--- src/rtl/mem_arbiter.sv ---
// mem_arbiter: shares one memory port between the CPU controller and the DMA
// engine. One transaction at a time; CPU has fixed priority, a starvation
// counter guarantees DMA progress, and a WAIT timeout recovers from a
// completion that never arrives.
module mem_arbiter #(
  parameter int unsigned AW      = 15,
  parameter int unsigned DW      = 32,
  parameter int unsigned STARVE  = 4,
  parameter int unsigned TIMEOUT = 255
) (
  input  logic          clk,
  input  logic          rst,
  input  logic          cpu_req,
  input  logic          cpu_w,
  input  logic [AW-1:0] cpu_addr,
  input  logic [DW-1:0] cpu_wdata,
  output logic [DW-1:0] cpu_rdata,
  output logic          cpu_done,
  input  logic          dma_req,
  input  logic          dma_w,
  input  logic [AW-1:0] dma_addr,
  input  logic [DW-1:0] dma_wdata,
  output logic [DW-1:0] dma_rdata,
  output logic          dma_done,
  output logic          err,
  output logic [AW-1:0] mem_addr,
  output logic [DW-1:0] mem_wdata,
  output logic          mem_w,
  output logic          mem_start,
  input  logic [DW-1:0] mem_rdata,
  input  logic          mem_readrdy,
  input  logic          mem_saverdy,
  output logic [1:0]    grant,
  output logic          busy
);

  localparam int unsigned SW = $clog2(STARVE + 1);
  localparam int unsigned TW = 8;

  typedef enum logic [1:0] {
    S_IDLE  = 2'd0,
    S_ISSUE = 2'd1,
    S_WAIT  = 2'd2,
    S_DONE  = 2'd3
  } state_t;

  state_t        state, state_d;
  logic          owner_dma;   // 0 = CPU, 1 = DMA
  logic          w_l;         // latched write flag of the current transaction
  logic          mask;        // first IDLE cycle after DONE: owner_dma is masked
  logic [SW-1:0] starve_cnt;
  logic [TW-1:0] to_cnt;

  logic          cpu_ok, dma_ok;
  logic          win_cpu, win_dma, win, w_next;
  logic          complete, timeout_hit;
  logic [1:0]    grant_d;

  // Just-served requester cannot be re-granted in the cycle after DONE; its raw
  // request still counts as contention for the DMA priority rule.
  assign cpu_ok = cpu_req & ~(mask & ~owner_dma);
  assign dma_ok = dma_req & ~(mask &  owner_dma);
  assign win    = win_cpu | win_dma;
  assign w_next = win_dma ? dma_w : cpu_w;

  // State register
  always_ff @(posedge clk or posedge rst) begin
    if (rst) state <= S_IDLE;
    else     state <= state_d;
  end

  // Next-state, arbitration and completion decode
  always_comb begin
    state_d     = state;
    win_cpu     = 1'b0;
    win_dma     = 1'b0;
    complete    = 1'b0;
    timeout_hit = 1'b0;
    grant_d     = grant;
    case (state)
      S_IDLE: begin
        grant_d = 2'b00;
        if (dma_ok && (!cpu_req || starve_cnt == SW'(STARVE))) begin
          win_dma = 1'b1;
          grant_d = 2'b10;
          state_d = S_ISSUE;
        end else if (cpu_ok) begin
          win_cpu = 1'b1;
          grant_d = 2'b01;
          state_d = S_ISSUE;
        end
      end
      S_ISSUE: state_d = S_WAIT;
      S_WAIT: begin
        if (w_l ? mem_saverdy : mem_readrdy) begin
          complete = 1'b1;
          state_d  = S_DONE;
        end else if (to_cnt == TW'(TIMEOUT - 1)) begin
          timeout_hit = 1'b1;
          state_d     = S_DONE;
        end
      end
      S_DONE: begin
        grant_d = 2'b00;
        state_d = S_IDLE;
      end
      default: begin
        grant_d = 2'b00;
        state_d = S_IDLE;
      end
    endcase
  end

  // Transaction latches, counters and registered outputs
  always_ff @(posedge clk or posedge rst) begin
    if (rst) begin
      owner_dma  <= 1'b0;
      w_l        <= 1'b0;
      mask       <= 1'b0;
      starve_cnt <= '0;
      to_cnt     <= '0;
      mem_addr   <= '0;
      mem_wdata  <= '0;
      mem_w      <= 1'b0;
      mem_start  <= 1'b0;
      grant      <= 2'b00;
      busy       <= 1'b0;
      cpu_done   <= 1'b0;
      dma_done   <= 1'b0;
      err        <= 1'b0;
      cpu_rdata  <= '0;
      dma_rdata  <= '0;
    end else begin
      if (win) begin
        owner_dma <= win_dma;
        w_l       <= w_next;
        mem_addr  <= win_dma ? dma_addr  : cpu_addr;
        mem_wdata <= win_dma ? dma_wdata : cpu_wdata;
      end

      if (win_dma)
        starve_cnt <= '0;
      else if (win_cpu && dma_req && starve_cnt != SW'(STARVE))
        starve_cnt <= starve_cnt + SW'(1);

      if (state == S_WAIT)
        to_cnt <= to_cnt + TW'(1);
      else if (state == S_DONE)
        to_cnt <= '0;

      mask      <= (state == S_DONE);
      mem_start <= win & ~w_next;
      mem_w     <= win &  w_next;
      grant     <= grant_d;
      busy      <= (state_d != S_IDLE);
      cpu_done  <= (complete | timeout_hit) & ~owner_dma;
      dma_done  <= (complete | timeout_hit) &  owner_dma;
      err       <= timeout_hit;

      if (complete && !w_l && !owner_dma) cpu_rdata <= mem_rdata;
      if (complete && !w_l &&  owner_dma) dma_rdata <= mem_rdata;
    end
  end

endmodule

--- config.mk ---
export PLATFORM = sky130hd
export DESIGN_NAME = mem_arbiter
export DESIGN_NICKNAME = d
export VERILOG_FILES = /design/src/rtl/mem_arbiter.sv
export SDC_FILE = /design/constraint.sdc
export NUM_CORES = 1
export LEC_CHECK = 0
export CAP_MARGIN = 10
export CORE_ASPECT_RATIO = 1.4
export CORE_MARGIN = 2
export CORE_UTILIZATION = 42
export CTS_CLUSTER_SIZE = 10
export DETAILED_ROUTE_END_ITERATION = 7
export HOLD_SLACK_MARGIN = 0.05
export MAX_ROUTING_LAYER = met4
export PLACE_DENSITY = 0.84
export SKIP_CTS_REPAIR_TIMING = 1
export SYNTH_ARGS = -nofsm -noshare
export SYNTH_HDL_FRONTEND = slang
export SYNTH_SLANG_ARGS = --single-unit
export TNS_END_PERCENT = 100
--- constraint.sdc ---
create_clock -name clk -period 5.4 [get_ports clk]
set_input_delay 1.08 -clock clk [delete_from_list [all_inputs] [get_ports clk]]
set_output_delay 1.08 -clock clk [all_outputs]
set_load 0.01 [all_outputs]
-- Word-level counts from Yosys, hierarchy flattened
Cells that the tools add are included.
- multiply operators: 0
- div/mod/pow operators: 0
- $lt $le $gt $ge: 0
- equal/unequal tests: 6
- mux-type cells: 26
- bitwise gates (word level): 14
- shifts and indexed selects: 0
- $add $sub $neg: 2
- reductions and logical operators: 15
- operator list (kind ; count):
    $mux 32 ; 1
    $mux 8 ; 2
    $mux 15 ; 1
    $mux 1 ; 13
    $mux 2 ; 5
    $add 8x1->8 const B ; 1
    $and 1x1->1 ; 8
    $eq 8x8->1 const B ; 1
    $pmux 2 s4 ; 1
    $reduce_bool 2->1 ; 4
    $logic_and 1x1->1 ; 6
    $mux 3 ; 2
    $eq 2x2->1 const B ; 2
    $not 1->1 ; 4
    $pmux 2 s2 ; 1
    $add 3x1->3 const B ; 1
    $eq 3x3->1 const B ; 1
    $logic_not 1->1 ; 3
    $ne 3x3->1 const B ; 1
    $eq 2x1->1 const B ; 1
    $logic_not 2->1 ; 1
    $or 1x1->1 ; 2
    $logic_or 1x1->1 ; 1
- bits in read-only memories: 0
- memories: 0
- bits of input ports: 134
- bits in writable memories: 0
- latch bits: 0
- register bits: 135

-- Depth between registers and ports, before layout
- depth after elaboration: 11
- depth in mapped cells: 8

-- Worst setup path after synthesis
Ideal clock, no wire load.
- kind: input to register
- start: input port cpu_req
- end: register w_l
- setup time: 79 ps
- arrival: 1998 ps
- path slack: 3323 ps
- stages: 5
- cells stage by stage: a21bo_2 nand3_1 a21boi_4 buf_6 mux2i_1
- longest elaborated chain between the ends: 6
- RTL lines (what ; line ; RTL):
    start, declared ; 13 ; input logic cpu_req,
    $logic_not 1->1 ; 83 ; if (dma_ok && (!cpu_req || starve_cnt == SW'(STARVE))) begin
    $logic_or 1x1->1 ; 83 ;
    $logic_and 1x1->1 ; 83 ;
    $mux 1 ; 83 ;
    $mux 1 ; 80 ; case (state)
    $mux 1 / $or 1x1->1 (equally long branches) ; 64, 63 ;
    end signal, assigned ; 136 ; w_l <= w_next;
    end, declared ; 49 ; logic w_l;
Several ways; a longest one is shown, not always the timed one.
A chain may end at the register's enable or synchronous reset.

-- Final worst setup path
- start: input port dma_req
- end: register mem_wdata[9]
- longest elaborated chain between the ends: 5
- RTL lines (what ; line ; RTL):
    start, declared ; 19 ; input logic dma_req,
    $and 1x1->1 * ; 62 ; assign dma_ok = dma_req & ~(mask & owner_dma);
    $logic_and 1x1->1 * ; 83 ;
    $mux 1 ; 83 ;
    $mux 1 ; 80 ;
    $mux 32 / $or 1x1->1 (equally long branches) ; 138, 63 ;
    end signal, assigned ; 138 ; mem_wdata <= win_dma ? dma_wdata : cpu_wdata;
    end, declared ; 27 ; output logic [DW-1:0] mem_wdata,
Every way passes the cells marked *; elsewhere a longest branch is shown, timed or not.

==> results.md <==
* Hpwl dp at roughly 11000 um
* Synth warn at 0
* DRC marker count from the first detailed-route iteration at 181
* Post-synth ARST share at 1.000
* Antenna violations before repair at 0
* P_leak at between 0.003 and 0.004 uW
* RSZ-0062 raised after global routing: no
* Cell taking the most area after synthesis: dfrtp_1
* Core area at roughly 13000 sq um
* Routed WL per cell at between 15 and 20 um
* Final nets at 810
* Fraction of layout cells with a size suffix above 1 at 0.2247
* Clk_lat worst skew at about 0.4 ns
* P&R area growth vs syn at 56.11%
* Switch Pwr at approximately 1600 uW
* Largest cells by area after synthesis: dfrtp_1 58%, mux2_2 12%, o221a_2 8.3%
* Crit. End Element: flop
* Die H at 143.3 um
* H-tree level count at 4
* Clock sink count at 135
* CP Data Arrival Time at 3.08 ns
* CTS buffer count at 17
* Slew of the pin with the lowest slew margin at 1.192 ns
* Avg Inst Size Synth at roughly 14 sq um
* Routed Antenna Nets at 0
* Switching portion of total power at 0.3057
* Critical path type: input pin to flop
* Startpoint class of the critical path: input pin
* Outcome: complete, no violations
* Antenna diodes at 0
* Worst slack at placement at about 2.3 ns
* Net count after synthesis at 558
* Site row count at 50
* Max capacitance violation total at 0
* Clock share of power at 0.241
* Total number of vias at 4508
* Hold slack at approximately 0.48 ns
* Slew margin rel. at 0.2055
* Final worst path period share at 0.5083
* Clock Root Buffer: clkbuf_16
* Combinational share of power at 0.416
* CP max stage delay at slightly above 0.9 ns
* Number of synthesized register bits at 135
* Starting Density at 0.4326
* Overflow after GRT at 0
* Slowest-stage cell, CP: o2111ai_4
* Largest net degree at the start of global routing at 92
* Clk_skew at between 0.008 and 0.009 ns
* Synth top area share at 0.5806
* Die area at ~15000 sq um
* Final setup TNS at 0 ns
* First-pass GRT wire length at around 24000 um
* Final hold violations at 0
* Gp weighted congestion at approximately 0.93
* Clock slew at reported path FFs at approximately 0.06 ns
* Die Width at 103.5 um
* Post-Synthesis Cells at about 420
* GR Util All Layers at 0.2180
* Vias in the first global route at 4796
* Post-synth top flop: dfrtp_1
* Mapped cell area at ~5800 sq um
* Min Tclk post-route at between 2 and 3 ns
* Drt pass-1 iters at 4
* Cell Chain, Critical Path: clkdlybuf4s50_1 > nand2b_2 > o2111ai_4 > o221a_2
* Drt via density at between 5 and 6
* Critical Path RT at around 5.7 ns
* Sequential power share at 0.343
* Fin worst setup slack at roughly 2.7 ns
* Worst hold-check path type: flop to flop
* Post-synth cell types at 44
* EDFF count, synth at 0
* Max VDD drop at 0.2403 mV
* Sequential fraction of the synthesis area at 0.5806
* CTS tree: yes
* Max clock buf depth at 2
* P_int at roughly 3500 uW
* Final setup viols at 0
* Top Ports at 253
* Post-route DRC at 0
* Final Slew Violations at 0
* Worst Path Max Fanout at between 40 and 50
* FILL cells at 955
* Port Buffer Count at approximately 250
* DRT Wirelength at between 15000 and 20000 um
* Most frequent cells after synthesis: 135 x dfrtp_1, 63 x mux2_2, 47 x nand2b_1, 43 x o221a_2
* F_max at ~360 MHz
* Power density over the cells at approximately 560 nW/um^2
* Top-count cell post-synth: dfrtp_1
==> final cells by class <==
cell class	instances	area, sq um	share of cell area
Sequential cell	135	3378	0.3720
Timing Repair Buffer	257	2580	0.2841
Multi-Input combinational cell	245	2212	0.2436
Clock buffer	18	439.2	0.04835
Tap cell	182	227.7	0.02507
Clock inverter	14	197.7	0.02177
Inverter	12	47.55	0.005235
==> layer usage <==
metal	up-vias	track usage	routed length, um	share of wire
li1	2042	-	-	-
met1	2159	0.2444	5852	0.38
met2	270	0.3535	7776	0.50
met3	37	0.06461	1255	0.081
met4	0	0.1018	527	0.034
met5	-	-	0	0
==> cell usage in the layout (no fill, tap or decap), types with 3 or more instances in the layout <==
cell,netlist,layout
mux2_1,3,3
a21oi_1,3,3
bufinv_16,0,4
o31ai_1,4,4
nand2_1,7,7
buf_4,3,4
nand2b_1,47,47
nor2_1,5,5
clkdlybuf4s50_1,0,252
nor2b_1,4,4
o221a_2,43,43
mux2_2,63,63
mux2i_1,4,4
clkinv_4,0,3
a22o_1,3,3
clkbuf_16,0,17
o221a_1,3,3
inv_6,0,3
o21ai_0,7,7
ha_1,8,8
nand3_1,5,5
dfrtp_1,135,135
o211ai_1,3,3
inv_1,11,10
nand4_1,6,6
==> path summary, 6_finish.rpt <==
| kind | to | cells past startpoint | slack (ns) | startpoint |
|---|---|---|---|---|
| setup / recovery | mem_wdata[9] | 4 | 2.66 | dma_req |
| hold / removal | to_cnt[5] | 1 | 0.48 | to_cnt[5] |
| setup reg to reg | mem_wdata[9] | 5 | 3.13 | starve_cnt[0] |
| hold reg to reg | to_cnt[5] | 1 | 0.48 | to_cnt[5] |
| max in group asynchronous | to_cnt[1] | 4 | 3.18 | rst |
| min in group asynchronous | dma_rdata[8] | 2 | 0.98 | rst |
==> power by group through the flow <==
stage               Sequential, uW  Combinational [uW]  Clock (uW)
floorplan                     1890                 882           0
global placement              1730                2050           0
detailed placement            1740                2120           0
CTS                           1740                2120        1250
global route                  1790                2270        1310
finish                        1740                2110        1220
==> sequential cells by signal, indices dropped and copies added, names as in the netlist, 2 cells and up <==
register / cells
state: 2
mem_wdata: 32
cpu_rdata: 32
starve_cnt: 3
dma_rdata: 32
to_cnt: 8
grant: 2
mem_addr: 15
==> through the flow <==
step	power, uW	utilization	cells	cell area (sq um)
2_1_floorplan	2769	-	416	5818
3_3_place_gp	3772	0.6259	830	8418
3_5_place_dp	3855	0.6259	830	8418
4_1_cts	5109	0.6732	862	9055
5_1_grt	5362	0.6753	863	9082
6_report	5070	0.6753	863	9082
==> critical path: cells and delay by family <==
| family | cells | cell delay, ns |
|---|---|---|
| buffers and inverters | 1 | 0.55 |
| AOI/OAI and AO/OA | 2 | 1.31 |
| and+or+nand+nor | 1 | 0.12 |
==> cells by family after synthesis <==
logic type,after synthesis,synth area share
buf+inv,36,0.04108
compound gates,75,0.1277
fa+ha+maj,8,0.01720
mux,71,0.1370
flops,135,0.5806
simple gates,89,0.09333
xor+xnor,2,0.003011
Note: power is estimated with default switching activity, not from simulation.
==> edit (config.mk and constraints unchanged) <==
The parameter `STARVE` goes from 4 to 8.
--- a/src/rtl/mem_arbiter.sv
+++ b/src/rtl/mem_arbiter.sv
@@ -5,7 +5,7 @@
 module mem_arbiter #(
   parameter int unsigned AW      = 15,
   parameter int unsigned DW      = 32,
-  parameter int unsigned STARVE  = 4,
+  parameter int unsigned STARVE  = 8,
   parameter int unsigned TIMEOUT = 255
 ) (
   input  logic          clk,
Formal check against the unedited RTL: no difference found for any inputs over 10 cycles, from zero or initial values and one cycle with rst high; that may be too few to reach the edited logic, so the function may still have changed.
==> edit against the unedited design <==
  * Synthesized area down 0.49%
  * Critical endpoint is now mem_wdata[15]
  * Routed wire length shrank 0.99%
  * Die area is 0.48% lower
  * Sequential share of layout area increased by 0.15 points
  * Critical path type unchanged
  * Power is 0.16% higher
  * Utilization rose by 0.23 points
  * Highest routed layer unchanged
  * Final area increased by 0.34%
  * Sequential cell count is 1 higher
  * Worst setup slack improved by 0.18 ns
==> edit: results (changes against the unedited design) <==
CP startpoint=cpu_req (was dma_req); Yosys cell types=44 (unchanged); pre-CTS setup slack=2.122 ns (was 2.260 ns); CP Data Arrival Time=2.91 ns (was 3.08 ns); Nets=820 (was 810); # H-tree levels=4 (unchanged); largest registers=cpu_rdata: 32 flops, dma_rdata: 32 flops, mem_wdata: 32 flops (unchanged); Clock transition at path regs=0.06 ns (about the same); VDD IR max=0.0002895 V (was 0.0002403 V); Inst Count DP=840 (was 830); Net Count, Synth=569 (was 558); sequential share of the synthesized area=58.79% (was 58.06%); Mapped Avg Cell Area=13.56 um2 (was 13.99 um2); Hold WC Path Type=reg2reg (unchanged); initial antenna violation count=0 (unchanged); RR Startpoint=state[0] (was starve_cnt[0]); drt via density=5.116 (was 5.224); Ant. Diodes=0 (unchanged); peak fanout along the critical path=47 (unchanged); Max clock buf depth=2 (unchanged); drt wl/cell=17.48 um (was 17.86 um); Detail Placement HPWL=11.41 mm (was 11.20 mm); combinational power share=41.0% (was 41.6%); GRT Total Usage=21.61% (was 21.80%); Worst Setup Start Kind=input pin (unchanged); commonest cells in the netlist=dfrtp_1 (136), mux2_2 (66), a22o_1 (50), a21o_1 (47), buf_2 (16) (was dfrtp_1 (135), mux2_2 (63), nand2b_1 (47), o221a_2 (43)); first-pass GRT wire length=23.67 mm (was 23.76 mm); Detailed Routing Iterations Pass 1=4 (unchanged); Worst-Margin Slew=0.8484 ns (was 1.192 ns); internal cell power=3.498 mW (was 3.520 mW); Placer Congestion=0.7848 (was 0.9262); P_leak=4.257 nW (was 3.729 nW); PD cells=557.2 mW/mm2 (was 558.3 mW/mm2); vias in the first global route=4766 (was 4796); YS warnings=0 (unchanged); Async S/R FF share, synth=100.0% (unchanged); Hold Path Origin=mem_wdata[12] (was to_cnt[5]); Final Skew=0.008201 ns (was 0.008076 ns); largest net degree at the start of global routing=98 (was 92); total CTS buffers=17 (unchanged); total routed wirelength=15.26 mm (was 15.41 mm); Synth area leaders=dfrtp_1 (59%), mux2_2 (13%), a22o_1 (7.6%) (was dfrtp_1 (58%), mux2_2 (12%), o221a_2 (8.3%)); top cell type's share of synthesized area=58.79% (was 58.06%); Worst-Skew Late Latency=0.41 ns (about the same); share of cells above drive strength 1=16.50% (was 22.47%); Sequential Power Share=34.1% (was 34.3%); outcome=completed (unchanged); placed cell area=0.008446 mm2 (was 0.008418 mm2); initial drt markers=110 (was 181)
edit: cell types whose count changed in the layout (fill, tap and decap cells not counted), sizes merged, moves of 4 or more:
| cell | delta |
|---|---|
| nand2 | +4 |
| o221a | -46 |
| nand2b | -46 |
| inv | +7 |
| a21o | +47 |
| a22o | +47 |
edit: critical path, cell delays in order:
cell and delay, ns:
clkdlybuf4s50_1 0.59, a221oi_4 0.40, buf_4 0.48, a22o_1 0.25, a21o_1 0.10
edit: layer usage:
metal,global-route usage [%],vias up,share of wire (%)
met1,23.51,2172,38
met2,37.46,208,53
li1,-,2066,-
met5,-,-,0
met4,7.341,0,1.9
met3,6.118,20,7.6
edit: worst paths after layout:
| kind | to | depth (start not counted) | slack, ns |
|---|---|---|---|
| worst max-delay path | mem_wdata[15] | 5 | 2.83 |
| worst min-delay path | mem_wdata[12] | 1 | 0.47 |
| worst max register to register | cpu_rdata[22] | 5 | 3.07 |
| worst min register to register | mem_wdata[12] | 1 | 0.47 |
| max in group asynchronous | state[0] | 3 | 3.12 |
| min in group asynchronous | dma_rdata[17] | 2 | 1.23 |
edit: logic make-up after synthesis:
family          share of synthesized area (%)
compound gates                          17.51
mux                                     13.55
simple gates                            4.409
xor+xnor                               0.3026
fa+ha+maj                               1.729
buf+inv                                 3.717
flops                                   58.79
edit: layout make-up:
type / count / area (um2)
Clock inverter: 14 / 209.0
Clock buffer: 18 / 439.2
Fill cell: 963 / 4337
Inverter: 15 / 61.31
Tap cell: 182 / 227.7
Sequential cell: 136 / 3403
Timing Repair Buffer: 258 / 2580
Multi-Input combinational cell: 250 / 2193
